$ cat src/rtl/lsu_mem_stage_pkg.sv
// Shared opcodes, func3 encodings, trap causes and FSM state type for the LSU memory stage.
package lsu_mem_stage_pkg;

   localparam logic [6:0] OPC_LOAD  = 7'b0000011;
   localparam logic [6:0] OPC_STORE = 7'b0100011;

   localparam logic [2:0] F3_B  = 3'd0;
   localparam logic [2:0] F3_H  = 3'd1;
   localparam logic [2:0] F3_W  = 3'd2;
   localparam logic [2:0] F3_BU = 3'd4;
   localparam logic [2:0] F3_HU = 3'd5;

   localparam logic [3:0] CAUSE_ILLEGAL     = 4'd2;
   localparam logic [3:0] CAUSE_LD_MISALIGN = 4'd4;
   localparam logic [3:0] CAUSE_LD_FAULT    = 4'd5;
   localparam logic [3:0] CAUSE_ST_MISALIGN = 4'd6;
   localparam logic [3:0] CAUSE_ST_FAULT    = 4'd7;

   typedef enum logic [1:0] {
      StIdle = 2'd0,
      StReq  = 2'd1,
      StWait = 2'd2
   } lsu_state_e;

   function automatic logic f3_illegal(input logic is_store, input logic [2:0] f3);
      if (is_store) begin
         return f3 >= 3'd3;
      end
      return (f3 == 3'd3) || (f3 == 3'd6) || (f3 == 3'd7);
   endfunction

endpackage

$ cat src/rtl/lsu_mem_stage_align.sv
// Byte-lane steering: store strobes/replicated data, load extraction/extension, misalignment.
module lsu_mem_stage_align
   import lsu_mem_stage_pkg::*;
(
   input  logic [2:0]  func3,
   input  logic [1:0]  addr_lo,
   input  logic [31:0] st_data,
   input  logic [31:0] rd_word,
   output logic [3:0]  wstrb,
   output logic [31:0] wdata,
   output logic [31:0] ld_data,
   output logic        misaligned
);

   logic [31:0] shifted;

   always_comb begin
      shifted    = rd_word >> {addr_lo, 3'b000};
      wstrb      = 4'b1111;
      wdata      = st_data;
      ld_data    = rd_word;
      misaligned = 1'b0;
      unique case (func3[1:0])
         2'b00: begin
            wstrb   = 4'b0001 << addr_lo;
            wdata   = {4{st_data[7:0]}};
            ld_data = func3[2] ? {24'b0, shifted[7:0]} : {{24{shifted[7]}}, shifted[7:0]};
         end
         2'b01: begin
            wstrb      = 4'b0011 << {addr_lo[1], 1'b0};
            wdata      = {2{st_data[15:0]}};
            ld_data    = func3[2] ? {16'b0, shifted[15:0]} : {{16{shifted[15]}}, shifted[15:0]};
            misaligned = addr_lo[0];
         end
         default: begin
            misaligned = |addr_lo;
         end
      endcase
   end

endmodule

$ cat src/rtl/lsu_mem_stage.sv
// Memory stage: runs loads/stores against the dmem port, passes other ops to write-back,
// stalls the core while an access is outstanding and raises traps on bad or stuck accesses.
module lsu_mem_stage
   import lsu_mem_stage_pkg::*;
#(
   parameter int unsigned TIMEOUT = 64
) (
   input  logic        clk,
   input  logic        rst,
   input  logic        i_vld,
   input  logic [31:0] i_result,
   input  logic [31:0] i_data_store,
   input  logic [31:0] i_pc,
   input  logic [2:0]  i_func3,
   input  logic [6:0]  i_opcode,
   input  logic [4:0]  i_rd,
   output logic        o_stall,
   output logic        o_dmem_req,
   output logic        o_dmem_we,
   output logic [31:0] o_dmem_addr,
   output logic [31:0] o_dmem_wdata,
   output logic [3:0]  o_dmem_wstrb,
   input  logic        i_dmem_rdy,
   input  logic        i_dmem_vld,
   input  logic [31:0] i_dmem_rdata,
   output logic        o_wb_vld,
   output logic [31:0] o_wb_data,
   output logic [4:0]  o_wb_rd,
   output logic [31:0] o_wb_pc,
   output logic        o_trap,
   output logic [3:0]  o_trap_cause,
   output logic [31:0] o_trap_pc
);

   localparam int unsigned CntW = $clog2(TIMEOUT + 1);

   lsu_state_e  state_q, state_d;
   logic [31:0] addr_q, addr_d, data_q, data_d, pc_q, pc_d;
   logic [2:0]  f3_q, f3_d;
   logic [4:0]  rd_q, rd_d;
   logic        store_q, store_d;
   logic [CntW-1:0] cnt_q, cnt_d;
   logic        wb_vld_q, wb_vld_d, trap_q, trap_d;
   logic [31:0] wb_data_q, wb_data_d;
   logic [3:0]  cause_q, cause_d;

   logic        idle, is_ld, is_st, timed_out, misaligned;
   logic [3:0]  al_wstrb;
   logic [31:0] al_wdata, al_ld_data;

   assign idle      = (state_q == StIdle);
   assign is_ld     = (i_opcode == OPC_LOAD);
   assign is_st     = (i_opcode == OPC_STORE);
   assign timed_out = (cnt_q == CntW'(TIMEOUT - 1));

   // In IDLE the aligner checks the incoming op; otherwise it serves the captured one.
   lsu_mem_stage_align u_align (
      .func3      (idle ? i_func3 : f3_q),
      .addr_lo    (idle ? i_result[1:0] : addr_q[1:0]),
      .st_data    (data_q),
      .rd_word    (i_dmem_rdata),
      .wstrb      (al_wstrb),
      .wdata      (al_wdata),
      .ld_data    (al_ld_data),
      .misaligned (misaligned)
   );

   always_ff @(posedge clk) begin
      if (rst) begin
         state_q   <= StIdle;
         addr_q    <= '0;
         data_q    <= '0;
         pc_q      <= '0;
         f3_q      <= '0;
         rd_q      <= '0;
         store_q   <= 1'b0;
         cnt_q     <= '0;
         wb_vld_q  <= 1'b0;
         wb_data_q <= '0;
         trap_q    <= 1'b0;
         cause_q   <= '0;
      end else begin
         state_q   <= state_d;
         addr_q    <= addr_d;
         data_q    <= data_d;
         pc_q      <= pc_d;
         f3_q      <= f3_d;
         rd_q      <= rd_d;
         store_q   <= store_d;
         cnt_q     <= cnt_d;
         wb_vld_q  <= wb_vld_d;
         wb_data_q <= wb_data_d;
         trap_q    <= trap_d;
         cause_q   <= cause_d;
      end
   end

   always_comb begin
      state_d   = state_q;
      addr_d    = addr_q;
      data_d    = data_q;
      pc_d      = pc_q;
      f3_d      = f3_q;
      rd_d      = rd_q;
      store_d   = store_q;
      cnt_d     = cnt_q;
      wb_vld_d  = 1'b0;
      wb_data_d = wb_data_q;
      trap_d    = 1'b0;
      cause_d   = cause_q;
      unique case (state_q)
         StIdle: begin
            if (i_vld) begin
               addr_d  = i_result;
               data_d  = i_data_store;
               pc_d    = i_pc;
               f3_d    = i_func3;
               rd_d    = i_rd;
               store_d = is_st;
               if (!is_ld && !is_st) begin
                  wb_vld_d  = 1'b1;
                  wb_data_d = i_result;
               end else if (f3_illegal(is_st, i_func3)) begin
                  trap_d  = 1'b1;
                  cause_d = CAUSE_ILLEGAL;
               end else if (misaligned) begin
                  trap_d  = 1'b1;
                  cause_d = is_st ? CAUSE_ST_MISALIGN : CAUSE_LD_MISALIGN;
               end else begin
                  state_d = StReq;
                  cnt_d   = '0;
               end
            end
         end
         StReq, StWait: begin
            // Timeout takes priority over a coincident rdy/vld.
            if (timed_out) begin
               trap_d  = 1'b1;
               cause_d = store_q ? CAUSE_ST_FAULT : CAUSE_LD_FAULT;
               state_d = StIdle;
            end else begin
               cnt_d = cnt_q + 1'b1;
               if (state_q == StReq && i_dmem_rdy) begin
                  state_d = store_q ? StIdle : StWait;
               end else if (state_q == StWait && i_dmem_vld) begin
                  wb_vld_d  = 1'b1;
                  wb_data_d = al_ld_data;
                  state_d   = StIdle;
               end
            end
         end
         default: state_d = StIdle;
      endcase
   end

   always_comb begin
      o_stall      = !idle;
      o_dmem_req   = (state_q == StReq);
      o_dmem_we    = o_dmem_req & store_q;
      o_dmem_addr  = o_dmem_req ? {addr_q[31:2], 2'b00} : 32'b0;
      o_dmem_wdata = o_dmem_we ? al_wdata : 32'b0;
      o_dmem_wstrb = o_dmem_we ? al_wstrb : 4'b0;
      o_wb_vld     = wb_vld_q;
      o_wb_data    = wb_data_q;
      o_wb_rd      = rd_q;
      o_wb_pc      = pc_q;
      o_trap       = trap_q;
      o_trap_cause = cause_q;
      o_trap_pc    = pc_q;
   end

endmodule

$ cat config.mk
export PLATFORM = sky130hd
export DESIGN_NAME = lsu_mem_stage
export DESIGN_NICKNAME = d
export VERILOG_FILES = /design/src/rtl/lsu_mem_stage_pkg.sv /design/src/rtl/lsu_mem_stage_align.sv /design/src/rtl/lsu_mem_stage.sv
export SDC_FILE = /design/constraint.sdc
export NUM_CORES = 1
export LEC_CHECK = 0
export ABC_AREA = 0
export BUFFER_PORTS_ARGS = -buffer_cell sky130_fd_sc_hd__buf_2
export CAP_MARGIN = 25
export CORE_ASPECT_RATIO = 1.75
export CORE_MARGIN = 3
export CORE_UTILIZATION = 45
export CTS_BUF_LIST = sky130_fd_sc_hd__clkbuf_16
export DETAILED_ROUTE_END_ITERATION = 8
export PLACE_DENSITY = 0.76
export SLEW_MARGIN = 20
export SYNTH_ARGS = -nofsm -noshare
export SYNTH_HDL_FRONTEND = slang
export SYNTH_SLANG_ARGS = --single-unit
export TNS_END_PERCENT = 10
$ cat constraint.sdc
create_clock -name clk -period 4.2 [get_ports clk]
set_input_delay 0.42 -clock clk [delete_from_list [all_inputs] [get_ports clk]]
set_output_delay 0.42 -clock clk [all_outputs]
set_load 0.02 [all_outputs]
==> results of run 1 <==
==> worst min-delay path, cell delays in order <==
cell and delay [ps]:
buf_2 90, nand2_1 40, a21oi_1 50
==> power by group through the flow <==
stage                     Clock (W)  Combinational [W]  Sequential, W
final                       0.00143           0.000508        0.00156
after global routing        0.00151           0.000554        0.00157
after CTS                   0.00146           0.000508        0.00156
after detailed placement          0           0.000506        0.00159
after global placement            0           0.000498        0.00159
after floorplan                   0           0.000271        0.00163
==> path summary, 6_finish.rpt <==
check / start / end / slack (ps) / cells after the start
min reg2reg: addr_q[16] / addr_q[16] / 450 / 2
min: i_pc[29] / o_trap_pc[29] / 230 / 3
max reg2reg: state_q[0] / o_wb_data[24] / 920 / 9
max: state_q[0] / o_dmem_wdata[14] / 520 / 8
==> logic make-up (layout without fill, tap and decap cells) <==
kind of cell | count (synthesis) | count (layout) | share of synthesized area
mux | 33 | 33 | 0.0471
simple gates | 389 | 389 | 0.227
buf+inv | 125 | 379 | 0.0836
compound gates | 277 | 277 | 0.229
other cells | 1 | 3 | 0.000501
flops | 151 | 151 | 0.404
fa+ha+maj | 5 | 5 | 0.00836
==> area by class of cell <==
| class | count | area [um2] |
|---|---|---|
| clock buffers | 17 | 425 |
| repair buffers | 336 | 1730 |
| multi-input cells | 707 | 3870 |
| clock inverters | 15 | 120 |
| fillers | 1583 | 6620 |
| well taps | 220 | 275 |
| flip-flops and latches | 151 | 3020 |
| inverters | 11 | 41.3 |
==> sequential cells by signal, indices dropped and copies added, names as in the netlist <==
name,count
addr_q,32
cnt_q,7
data_q,32
f3_q,3
o_trap,1
o_trap_cause,3
o_trap_pc,32
o_wb_data,32
o_wb_rd,5
o_wb_vld,1
state_q,2
store_q,1
==> layer usage <==
metal	global-route usage	share of wire	vias up
met3	0.0595	0.072	52
met1	0.288	0.36	3712
met4	0.115	0.032	2
met2	0.507	0.54	392
met5	0	0.00051	-
li1	-	-	3843
==> through the flow <==
step	std cells	util	hold slack [ps]	setup slack [ps]	instance area, um2
5_1_grt	1457	0.589	222	349	9480
2_1_floorplan	983	-	423	1300	7490
6_report	1457	0.589	232	521	9480
3_3_place_gp	1424	0.554	437	1040	8920
3_5_place_dp	1425	0.555	442	963	8940
4_1_cts	1457	0.589	217	502	9480
==> cells in the final DEF (no fill, tap or decap), drive strengths merged, types with 11 or more instances in the layout <==
cell and count:
clkbuf 17, nand2 273, dfxtp 151, a31oi 11
inv 15, a211oi 11, a21oi 157, o21ai 19
and2 33, buf 336, mux2i 28, o221ai 30
nor2 34, and3 11
==> impl_metrics.json, run 1 <==
{
  "htreeDepth": 4,
  "grt_remaining_overflow": 0,
  "period_needed_ps": 3680,
  "grt_start_max_net_pins": 65,
  "netlist_top_cells_count": "nand2_1, a21oi_1, dfxtp_1",
  "num_vias": 8001,
  "hold_violations": 0,
  "yosys_warnings": 0,
  "maxCapViolCount": 0,
  "gp_congestion": 0.858,
  "synth_area_per_cell_um2": 7.63,
  "leakagePower_nw": 4.55,
  "p_switching_w": 0.00104,
  "skew_ps": 10.8,
  "critPathMaxFanout": 16,
  "crit_chain": "inv_1 -> ha_1 -> buf_4 -> nor3_1 -> nor2_1 -> mux2i_1 -> nor2_1 -> buf_2",
  "die_h_um": 177,
  "cts_buffers": 17,
  "row_count": 61,
  "first_pass_iters": 5,
  "synth_top_area_share": 0.404,
  "syn_inst": 981,
  "grt_pass1_vias": 7665,
  "yosysMostFrequentCell": "nand2_1",
  "synth_ff_type": "dfxtp_1",
  "rsz0062_at_grt": "no",
  "ys_types": 67,
  "num_io_pins": 326,
  "drive_gt1_frac": 0.312,
  "ys_seq_elements": 151,
  "core_area_um2": 16100,
  "cp-end-kind": "output pin",
  "required_ps": 3780,
  "cts_tree": "yes",
  "pwr_density_cell_nw_per_um2": 369,
  "p_int_w": 0.00246,
  "hold_path.class": "input pin to flip-flop",
  "path_buf_inv": 3,
  "seqPwrFrac": 0.446,
  "tns_ps": 0,
  "crit_top_cell": "nor2_1",
  "ys_seq_area_frac": 0.404,
  "grtUsageTotal": 0.270,
  "timing.slew.headroom": 0.276,
  "worstMarginPinSlew_ps": 1080,
  "synth-async-reset-ratio": 0,
  "worstSetupPathType": "flip-flop to output pin",
  "clkPwrFrac": 0.409,
  "postCtsHoldBufs": 0,
  "grt_pass1_wl_um": 39900,
  "finalCritPeriodShare": 0.876,
  "timing.fmax_mhz": 272,
  "postCtsResizedCells": 0,
  "clkLatencyLatePin_ps": 410,
  "cts-root-buf": "clkbuf_16",
  "syn_to_final_growth_pct": 26.7,
  "synth-edff-count": 0,
  "cts_setup_buffers": 0,
  "dieWidth_um": 104,
  "wire_per_inst_um": 17.6,
  "antennaDiodeCount": 0,
  "arrival_ps": 3260,
  "grt_antenna_before_repair": 2,
  "start_util": 0.465,
  "synth_top_area_cell": "dfxtp_1",
  "clockBufferDepth": 2,
  "switching_share": 0.296,
  "power_w": 0.00350,
  "combPwrFrac": 0.145,
  "ant_nets": 0,
  "setup_violations": 0,
  "status": "complete, no violations",
  "drt-initial-drc-count": 317,
  "ys_top_cells_by_area": "dfxtp_1, nand2_1, a21oi_1",
  "dieArea_um2": 18300,
  "drt-total-wl_um": 25700,
  "path_delay_family": "simple AND/OR/NAND/NOR gates",
  "cts.clk_slew.worst_paths_ps": 70,
  "syn_area_um2": 7490,
  "dpl.hpwl_um": 18900,
  "route.detailed.drc": 0,
  "slowest_delay_ps": 820,
  "fin_nets": 1377,
  "drv_slew": 0,
  "cts_sinks": 151,
  "startpoint_type": "flip-flop",
  "viasPerCell": 5.49,
  "port_buffers": 322,
  "vdd_ir_drop_max_uv": 242,
  "crit_path_top_delay_cell": "nor2_1"
}
No activity file was read; power rests on OpenSTA's default activity.
==> run 2, diff against run 1 <==
--- a/config.mk
+++ b/config.mk
@@ -11,7 +11,6 @@
 export CORE_ASPECT_RATIO = 1.75
 export CORE_MARGIN = 3
 export CORE_UTILIZATION = 45
-export CTS_BUF_LIST = sky130_fd_sc_hd__clkbuf_16
 export DETAILED_ROUTE_END_ITERATION = 8
 export PLACE_DENSITY = 0.76
 export SLEW_MARGIN = 20
==> run 2 against run 1 <==
Wire length shrank 0.23%. Fmax shrank 0.22%. Die area is the same. Clock skew shrank 2.3 ps. Hold slack is essentially flat. Critical endpoint unchanged. Critical path depth is the same. Critical path type unchanged. Flip-flop and latch count is the same. Via count is essentially flat.
==> impl_metrics.json, run 2 (same netlist as run 1, synthesis figures left out) <==
{
  "grt_pass1_vias": 7665,
  "num_vias": 7999,
  "grt_pass1_wl_um": 39900,
  "cts_setup_buffers": 0,
  "required_ps": 3780,
  "viasPerCell": 5.49,
  "htreeDepth": 4,
  "final_common_cell": "buf_2",
  "row_count": 61,
  "final_cell_mix": "buf_2, nand2_1, a21oi_1",
  "dieArea_um2": 18300,
  "hold_start": "i_pc[29]",
  "cts-root-buf": "clkbuf_16",
  "skew_ps": 8.45,
  "reg2reg_depth": 9,
  "grt_antenna_before_repair": 2,
  "arrival_ps": 3270,
  "vdd_ir_drop_max_uv": 241,
  "core_area_um2": 16100,
  "grtUsageTotal": 0.270,
  "status": "complete, no violations",
  "rrSetupSlack_ps": 910,
  "first_pass_iters": 5,
  "pwr_density_cell_nw_per_um2": 372,
  "cts_sinks": 151,
  "critPathMaxFanout": 16,
  "worstMarginPinSlew_ps": 1080,
  "cts_tree": "yes",
  "wire_per_inst_um": 17.6,
  "start_util": 0.465,
  "clockBufferDepth": 2,
  "num_io_pins": 326,
  "maxCapViolCount": 0,
  "gp_congestion": 0.858,
  "route.detailed.drc": 0,
  "fin_util": 0.590,
  "hold_violations": 0,
  "timing.slew.headroom": 0.275,
  "postCtsHoldBufs": 0,
  "dpl.hpwl_um": 18900,
  "startpoint_type": "flip-flop",
  "whs_endpoint": "o_trap_pc[29]",
  "hold_depth": 3,
  "fin_nets": 1377,
  "tns_ps": 0,
  "timing.fmax_mhz": 271,
  "drt-total-wl_um": 25600,
  "clkLatencyLatePin_ps": 410,
  "cts_buffers": 17,
  "cts.clk_slew.worst_paths_ps": 70,
  "die_h_um": 177,
  "fin_hold_ws_ps": 232,
  "rsz0062_at_grt": "no",
  "dieWidth_um": 104,
  "grt_start_max_net_pins": 65,
  "r2r_end": "o_wb_data[24]",
  "drive_gt1_frac": 0.314,
  "worstSetupPathType": "flip-flop to output pin",
  "antennaDiodeCount": 0,
  "drt-initial-drc-count": 266,
  "drv_slew": 0,
  "ant_nets": 0,
  "postCtsResizedCells": 0,
  "leakagePower_nw": 4.56,
  "grt_remaining_overflow": 0,
  "port_buffers": 322,
  "finalCritPeriodShare": 0.878,
  "r2r_start": "state_q[0]",
  "setup_violations": 0,
  "cp-end-kind": "output pin",
  "syn_to_final_growth_pct": 27.0,
  "hold_path.class": "input pin to flip-flop",
  "period_needed_ps": 3690
}
==> run 2: power by group <==
group          total (W)  internal [W]  leakage, nW  switching [W]
clock            0.00147      0.000805        0.274       0.000660
sequential       0.00156       0.00151         1.24      0.0000501
combinational   0.000508      0.000184         3.04       0.000323
==> run 2: worst max-delay path: stages (launching register included) <==
cell	delay, ps
dfxtp_1	340
inv_1	90
ha_1	620
buf_4	350
nor3_1	100
nor2_1	820
mux2i_1	270
nor2_1	60
buf_2	190
==> run 2: final cells by class <==
cell class / count / area, um2
clock inverters: 13 / 113
flip-flops and latches: 151 / 3020
fillers: 1579 / 6600
clock buffers: 19 / 453
multi-input cells: 707 / 3870
well taps: 220 / 275
inverters: 11 / 41.3
repair buffers: 336 / 1730
==> run 2: routing by layer <==
layer | part of all wire | track usage | wire [um] | vias to the layer above
li1 | - | - | - | 3841
met1 | 0.36 | 0.288 | 9170 | 3690
met2 | 0.54 | 0.507 | 13700 | 412
met3 | 0.072 | 0.0595 | 1840 | 54
met4 | 0.033 | 0.115 | 855 | 2
met5 | 0.00051 | 0 | 13 | -
==> run 2: worst max path at each step <==
| stage | start | to | slack (ps) | cells after the start |
|---|---|---|---|---|
| finish | state_q[0] | o_dmem_wdata[14] | 510 | 8 |
| global route | state_q[0] | o_dmem_wdata[15] | 350 | 8 |
| CTS | state_q[0] | o_dmem_wdata[14] | 500 | 8 |
| detailed placement | state_q[0] | o_dmem_wdata[14] | 960 | 8 |
| global placement | state_q[0] | o_dmem_wdata[12] | 1040 | 8 |
| floorplan | state_q[0] | o_dmem_wdata[30] | 1300 | 8 |
==> run 2: metrics by stage <==
step	instances	setup WS, ps	total power (W)	cell area (um2)
after floorplan	983	1300	0.00190	7490
after global placement	1424	1040	0.00209	8920
after detailed placement	1425	963	0.00210	8940
after CTS	1457	502	0.00356	9500
after global routing	1457	349	0.00367	9500
final	1457	513	0.00353	9500
